## src/rtl/imem_boot_fetch_ctrl.sv

```systemverilog
// Boot/fetch sequencer for a single-port instruction RAM: zero-fill, stream-load
// a program image, then serve byte-addressed fetches with one-cycle latency.
module imem_boot_fetch_ctrl #(
  parameter int unsigned DEPTH    = 64,
  parameter int unsigned ADDR_W   = 6,
  parameter logic [31:0] NOP_WORD = 32'h0000_0013
) (
  input  logic              clk,
  input  logic              reset,
  input  logic              ld_valid,
  output logic              ld_ready,
  input  logic [31:0]       ld_data,
  input  logic              ld_last,
  input  logic              reload,
  input  logic              fetch_req,
  input  logic [31:0]       fetch_addr,
  output logic              fetch_ready,
  output logic              fetch_valid,
  output logic [31:0]       fetch_instr,
  output logic              fetch_err,
  output logic              boot_done,
  output logic              mem_en,
  output logic              mem_we,
  output logic [ADDR_W-1:0] mem_addr,
  output logic [31:0]       mem_wdata,
  input  logic [31:0]       mem_rdata
);

  typedef enum logic [1:0] {
    ST_CLEAR,
    ST_LOAD,
    ST_RUN
  } state_t;

  localparam logic [ADDR_W-1:0] LAST_ADDR = ADDR_W'(DEPTH - 1);

  state_t            state_q, state_d;
  logic [ADDR_W-1:0] clr_ptr_q, clr_ptr_d;
  logic [ADDR_W-1:0] ld_ptr_q, ld_ptr_d;
  logic              rsp_valid_q, rsp_valid_d;
  logic              rsp_err_q, rsp_err_d;
  logic [31:0]       instr_hold_q;
  logic [31:0]       rsp_instr;
  logic [29:0]       fetch_word;
  logic              fetch_legal;

  assign fetch_word  = fetch_addr[31:2];
  assign fetch_legal = (fetch_addr[1:0] == 2'b00) && ({2'b00, fetch_word} < DEPTH);

  always_comb begin
    // NOTE: every output and next-state signal gets a default first so no path leaves one unassigned (no latches).
    state_d     = state_q;
    clr_ptr_d   = clr_ptr_q;
    ld_ptr_d    = ld_ptr_q;
    rsp_valid_d = 1'b0;
    rsp_err_d   = 1'b0;
    ld_ready    = 1'b0;
    fetch_ready = 1'b0;
    boot_done   = 1'b0;
    mem_en      = 1'b0;
    mem_we      = 1'b0;
    mem_addr    = '0;
    mem_wdata   = '0;

    unique case (state_q)
      ST_CLEAR: begin
        mem_en    = 1'b1;
        mem_we    = 1'b1;
        mem_addr  = clr_ptr_q;
        clr_ptr_d = clr_ptr_q + ADDR_W'(1);
        if (clr_ptr_q == LAST_ADDR) begin
          clr_ptr_d = '0;
          state_d   = ST_LOAD;
        end
      end
      ST_LOAD: begin
        ld_ready = 1'b1;
        if (ld_valid) begin
          mem_en    = 1'b1;
          mem_we    = 1'b1;
          mem_addr  = ld_ptr_q;
          mem_wdata = ld_data;
          ld_ptr_d  = ld_ptr_q + ADDR_W'(1);
          // The image ends on ld_last or when the array is full, whichever first.
          if (ld_last || (ld_ptr_q == LAST_ADDR)) state_d = ST_RUN;
        end
      end
      ST_RUN: begin
        boot_done   = 1'b1;
        fetch_ready = 1'b1;
        if (fetch_req) begin
          rsp_valid_d = 1'b1;
          rsp_err_d   = !fetch_legal;
          if (fetch_legal) begin
            mem_en   = 1'b1;
            mem_addr = fetch_addr[ADDR_W+1:2];
          end
        end
        // A fetch accepted alongside reload still answers in the first LOAD cycle.
        if (reload) begin
          state_d  = ST_LOAD;
          ld_ptr_d = '0;
        end
      end
      default: state_d = ST_CLEAR;
    endcase

    // NOTE: reset is synchronous, so the outputs are forced quiet combinationally while it is held.
    if (!reset) begin
      ld_ready    = 1'b0;
      fetch_ready = 1'b0;
      boot_done   = 1'b0;
      mem_en      = 1'b0;
      mem_we      = 1'b0;
      mem_addr    = '0;
      mem_wdata   = '0;
    end
  end

  assign rsp_instr   = rsp_err_q ? NOP_WORD : mem_rdata;
  assign fetch_valid = reset && rsp_valid_q;
  assign fetch_err   = reset && rsp_valid_q && rsp_err_q;
  assign fetch_instr = !reset     ? 32'h0 :
                       rsp_valid_q ? rsp_instr : instr_hold_q;

  always_ff @(posedge clk) begin
    // NOTE: sequential state uses non-blocking assignments so all registers update from pre-edge values.
    if (!reset) begin
      state_q      <= ST_CLEAR;
      clr_ptr_q    <= '0;
      ld_ptr_q     <= '0;
      rsp_valid_q  <= 1'b0;
      rsp_err_q    <= 1'b0;
      instr_hold_q <= '0;
    end else begin
      state_q     <= state_d;
      clr_ptr_q   <= clr_ptr_d;
      ld_ptr_q    <= ld_ptr_d;
      rsp_valid_q <= rsp_valid_d;
      rsp_err_q   <= rsp_err_d;
      if (rsp_valid_q) instr_hold_q <= rsp_instr;
    end
  end

endmodule

```

## config.mk

```make
export PLATFORM = sky130hd
export DESIGN_NAME = imem_boot_fetch_ctrl
export DESIGN_NICKNAME = d
export VERILOG_FILES = /design/src/rtl/imem_boot_fetch_ctrl.sv
export SDC_FILE = /design/constraint.sdc
export NUM_CORES = 1
export LEC_CHECK = 0
export ABC_AREA = 1
export BUFFER_PORTS_ARGS = -buffer_cell sky130_fd_sc_hd__buf_2
export CORE_MARGIN = 3
export CORE_UTILIZATION = 43
export CTS_CLUSTER_SIZE = 20
export DETAILED_ROUTE_END_ITERATION = 10
export PLACE_DENSITY = 0.94
export SLEW_MARGIN = 20
export SYNTH_ARGS = -nofsm -noshare
export SYNTH_HDL_FRONTEND = slang
export SYNTH_SLANG_ARGS = --single-unit
export TNS_END_PERCENT = 10
```

## constraint.sdc

```tcl
create_clock -name clk -period 2.9 [get_ports clk]
set_clock_uncertainty 0.05 [all_clocks]
set_input_delay 0.145 -clock clk [delete_from_list [all_inputs] [get_ports clk]]
set_output_delay 0.145 -clock clk [all_outputs]
set_load 0.01 [all_outputs]
```

## Yosys cells after proc, flatten, opt, wreduce, memory -nomap -nowiden

Index checks and enable logic that the tools add are counted.

- Input port bits: 102
- Flip-flop bits (word level): 48
- Output and inout port bits: 77
- Word-level logic and storage cells: 61

- Reduce and logical (&&, ||, !) cells: 12
- Add/sub/neg operators: 2
- Equal/unequal tests: 8
- Muxes and demuxes: 32
- Order comparisons: 1

Operators with widths:

| operator | count |
|---|---|
| two-way mux 32 bit | 6 |
| two-way mux 6 bit | 7 |
| < comparator 30 x 7 -> 1 bit (second input constant) | 1 |
| one-hot mux 6 bit (3 select lines) | 1 |
| adder 6 x 1 -> 6 bit (second input constant) | 2 |
| == test 6 bit (second input constant) | 2 |
| one-hot mux 6 bit (2 select lines) | 1 |
| two-way mux 1 bit | 10 |
| two-way mux 2 bit | 4 |
| != test 2 bit (second input constant) | 4 |
| one-hot mux 2 bit (3 select lines) | 1 |
| AND reduction 3 bit | 2 |
| logical NOT 2 bit | 2 |
| AND reduction 4 bit | 1 |
| logical AND 1 bit | 3 |
| one-hot mux 1 bit (3 select lines) | 1 |
| == test 2 x 1 -> 1 bit (second input constant) | 1 |
| == test 2 bit (second input constant) | 1 |
| one-hot mux 1 bit (2 select lines) | 1 |
| AND reduction 2 bit | 1 |
| nonzero test 2 bit | 1 |
| logical NOT 1 bit | 1 |
| logical OR 1 bit | 1 |

## Logic depth before layout (Yosys ltp)

- Depth after elaboration: 6
- Mapped depth: 10
- Mapped depth without buffers: 10

## Worst setup path before layout

No wires, ideal clock.

- Path type: reg-to-output
- From: register state_q[0]
- To: output mem_wdata[10]
- Cell stages (with the launch flop): 8
- Data required time: 2.705 ns
- Buffers on the path: 1
- Arrival: 1.136 ns
- Setup slack: 1.569 ns
- Cells stage by stage: dfxtp_1 -> inv_1 -> nor2_2 -> inv_1 -> nor2_4 -> nand2_2 -> buf_6 -> nor2_1

- Cells in the longest elaborated chain, start to end: 3

Ends and longest elaborated chain:

| what | line | source |
|---|---|---|
| from (decl) | 37 | `state_t state_q, state_d;` |
| from (signal assigned) | 136 | `state_q <= state_d;` |
| == test 2 x 1 -> 1 bit | 65 | `unique case (state_q)` |
| two-way mux 32 bit | 65 |  |
| two-way mux 32 bit | 109 | `if (!reset) begin` |
| to (decl) | 25 | `output logic [31:0] mem_wdata,` |

No other way between the ends.

## Final worst setup path

- From: register rsp_valid_q
- To: output fetch_instr[4]

- Cells in the longest elaborated chain, start to end: 2

Ends and longest elaborated chain:

| what | line | source |
|---|---|---|
| from (decl) | 40 | `logic rsp_valid_q, rsp_valid_d;` |
| from (signal assigned) | 139 | `rsp_valid_q <= rsp_valid_d;` |
| two-way mux 32 bit (2 in series) | n/a |  |
| to (decl) | 19 | `output logic [31:0] fetch_instr,` |

No other way between the ends.

==> summary.md <==
| Metric | Value |
|---|---|
| Iteration count of the initial detailed-routing pass | 4 |
| Worst hold-check path type | in -> reg |
| Final Setup Violations | 0 |
| Sink Count | 48 |
| Number of design-rule violations left by the first detailed-router iteration | 169 |
| Highest clock frequency the design can meet | 0.421 GHz |
| Top Metal Used | met4 |
| Power per cell area | 379 nW/um^2 |
| Congestion Overflow GR | 0 |
| H-Tree Depth | 2 |
| Net switching power | 302 uW |
| CTS Hold Buffers Added | 0 |
| Antenna diode count | 0 |
| Ys flop type | dfxtp_1 |
| Met2 wirelength from detailed routing | 3900 um |
| Die footprint | 6510 um^2 |
| Critical Path Fanout Max | 30 |
| WS Path Type | reg -> out |
| Synthesized-area fraction occupied by adder cells | 1.04% |
| Port-buffer cells | 178 |
| Switching Fraction | 23.3% |
| Final Cycle Share | 81.9% |
| Combinational Power Share | 10.0% |
| Simple logic cell fraction of the synthesized area | 30.9% |
| Overall Global Routing Usage | 22.5% |
| Count of nets after finishing | 635 |
| Sequential fraction of design power | 51.8% |
| Fillers | 431 |
| M1 WL | 2680 um |
| CTS clk-pin slew, worst paths | 90 ps |
| Critical Path AT | 2180 ps |
| Cell breakdown of the critical path | inv_1 -> nor2_2 -> buf_4 -> inv_2 -> o221a_2 -> buf_2 |
| Relative area change from synthesis to final layout | 42.4% |
| Via count | 2,920 |
| Average routed wire per standard cell | 12.6 um |
| Via count normalized by instance count | 4.85 |
| Main combinational cell family by area after synthesis | simple AND/OR/NAND/NOR gates |
| Worst-Margin Slew | 881 ps |
| Post-synthesis instance area | 2400 um^2 |
| Syn_nets | 464 |
| Mapped Cells | 360 |
| Maximum number of pins on one net before global-route repair | 45 |
| Critical path endpoint category | primary output |
| Placed Instance Area | 3300 um^2 |
| Number of warnings printed during yosys synthesis | 0 |
| Synthesized-area fraction occupied by ao, oa, aoi and oai cells | 15.2% |
| Cell taking the most area after synthesis | dfxtp_1 |
| Worst EP required | 2710 ps |
| Area share of xor/xnor cells in the synthesized design | 0.730% |
| Most numerous cell types in the synthesized netlist | nand2_1, nor2_1, inv_1 |
| Max-slew headroom at the worst pin | 41.2% |
| Worst vdd rail ir drop | 0.000310 V |
| Number of synthesized flops with an enable pin | 0 |
| Slack of the worst reg-to-reg path | 1010 ps |
| Setup repair after global routing missed its margin | false |
| Sequential area share after synthesis | 40.1% |
| Count of buffering cells on the critical path with inverters included | 4 |
| Post-synthesis register bit count | 48 |
| Number of top-level design ports | 179 |
| Internal power of the cells | 993 uW |
| Number of nets still failing antenna checks after routing | 0 |
| Number of global-route vias before repair | 2,798 |
| Die span in x | 80.7 um |
| Number of rows in the core area | 26 |
| Floorplan core area | 5240 um^2 |
| CTS tree | done |
| Number of hold violations in the final report | 0 |
| Hpwl dp | 5990 um |
| Run status | completed |
| Routed WL | 7570 um |
| Cell variety after synth | 33 |
| Amount of wire on met3 after detailed routing | 739 um |
| Share of layout cells above drive strength 1 | 38.7% |
| Fin. max-slew vios | 0 |
| Vert. Die Dim | 80.7 um |
| Number of remaining DRC errors | 0 |
| Startpoint Class | flip-flop |
| Area fraction of the dominant cell type after synthesis | 40.1% |
| Leak pwr | 1.85 nW |
| Number of gates given a new drive strength after cts | 0 |
| Starting density of the core | 45.8% |
| Root buffer cell | clkbuf_8 |
| Clock buffers created by TritonCTS | 5 |
| Max clock buf depth | 2 |
| CP max-delay cell | dfxtp_1 |
| Delay contributed by the slowest stage of the critical path | 430 ps |
| Portion of netlist area occupied by mux cells | 0% |
| Cell with the most instances after synthesis | nand2_1 |
| Share of synthesized registers carrying an async set or reset | 0% |
| TNS Setup | 0 ps |
| Post-layout minimum cycle time | 2370 ps |
| Delay-heaviest family, CP | buffers and inverters |
| Final Cell Area | 3420 um^2 |
| Post-CTS setup repair buffer count | 0 |
| Clk Latency, worst-skew pair | 310 ps |
| Global placement routability congestion | 0.854 |
| Fraction of power consumed by the clock network | 38.2% |
| Wire length of the first global-routing pass | 11,600 um |
| Post-Synthesis Mean Instance Area | 6.66 um^2 |
| Antenna violations before repair | 0 |
| Number of maximum-capacitance constraint violations | 0 |
| Leading cell types by total area after synthesis | dfxtp_1, nand2_1, nor2_1 |
final timing paths:
path	start	endpoint	cells past startpoint
max	rsp_valid_q	fetch_instr[4]	6
min	mem_rdata[9]	instr_hold_q[9]	3
max reg2reg	rsp_valid_q	instr_hold_q[4]	5
min reg2reg	instr_hold_q[19]	instr_hold_q[19]	2
layout make-up:
| class | count | area (um^2) | share of cell area, % |
|---|---|---|---|
| well taps | 70 | 87.6 | 2.56 |
| inverters | 52 | 195 | 5.71 |
| repair buffers | 180 | 906 | 26.5 |
| clock buffers | 5 | 68.8 | 2.01 |
| clock inverters | 3 | 46.3 | 1.36 |
| flip-flops and latches | 48 | 961 | 28.1 |
| multi-input cells | 244 | 1150 | 33.7 |
placed cells by master (no fill, tap or decap), types with 4 or more instances in the layout:
cell type / netlist / routed
buf_2: 6 / 178
nand2_1: 80 / 80
nor2_1: 65 / 64
inv_1: 50 / 50
dfxtp_1: 48 / 48
a21oi_1: 45 / 45
nand3_1: 12 / 12
nor2_2: 4 / 5
o21ai_0: 5 / 5
clkbuf_8: 0 / 5
nand2_2: 4 / 4
sequential cells by signal (all words and copies together), names as in the netlist:
register / flops
ld_ptr_q: 6
clr_ptr_q: 6
rsp_valid_q: 1
rsp_err_q: 1
state_q: 2
instr_hold_q: 32
metal layers:
layer	up-vias	GRT usage (%)
li1	1462	-
met1	1296	22.4
met2	137	43.2
met3	25	6.39
met4	0	8.95
met5	-	0
logic make-up (layout without fill, tap and decap cells):
| family | count (synthesis) | after routing |
|---|---|---|
| AO/OA/AOI/OAI | 63 | 63 |
| XOR/XNOR | 2 | 2 |
| buffers and inverters | 68 | 240 |
| flip-flops | 48 | 48 |
| AND/OR/NAND/NOR | 177 | 177 |
| adder cells (fa/ha/maj) | 2 | 2 |
power groups by stage:
stage | clock, mW | sequential [mW] | combinational [mW]
3_3_place_gp | 0 | 0.685 | 0.125
6_report | 0.495 | 0.670 | 0.130
4_1_cts | 0.499 | 0.670 | 0.129
2_1_floorplan | 0 | 0.684 | 0.0480
3_5_place_dp | 0 | 0.686 | 0.129
5_1_grt | 0.525 | 0.671 | 0.148
per-stage QoR:
stage / utilization, % / total power, mW / std cells / setup WS (ps) / hold slack [ps]
2_1_floorplan: - / 0.732 / 360 / 1570 / 278
3_3_place_gp: 63.0 / 0.810 / 594 / 1020 / 360
3_5_place_dp: 63.0 / 0.815 / 594 / 920 / 368
4_1_cts: 65.2 / 1.30 / 602 / 560 / 37.6
5_1_grt: 65.2 / 1.34 / 602 / 370 / 40.0
6_report: 65.2 / 1.29 / 602 / 525 / 41.2
worst register-to-register path: cells and delay by family, from the launching register on:
| kind | cells | cell delay (ps) |
|---|---|---|
| compound gates | 1 | 250 |
| buf+inv | 3 | 840 |
| flops | 1 | 430 |
| simple gates | 1 | 200 |
Power figures use the tool's default switching activity.
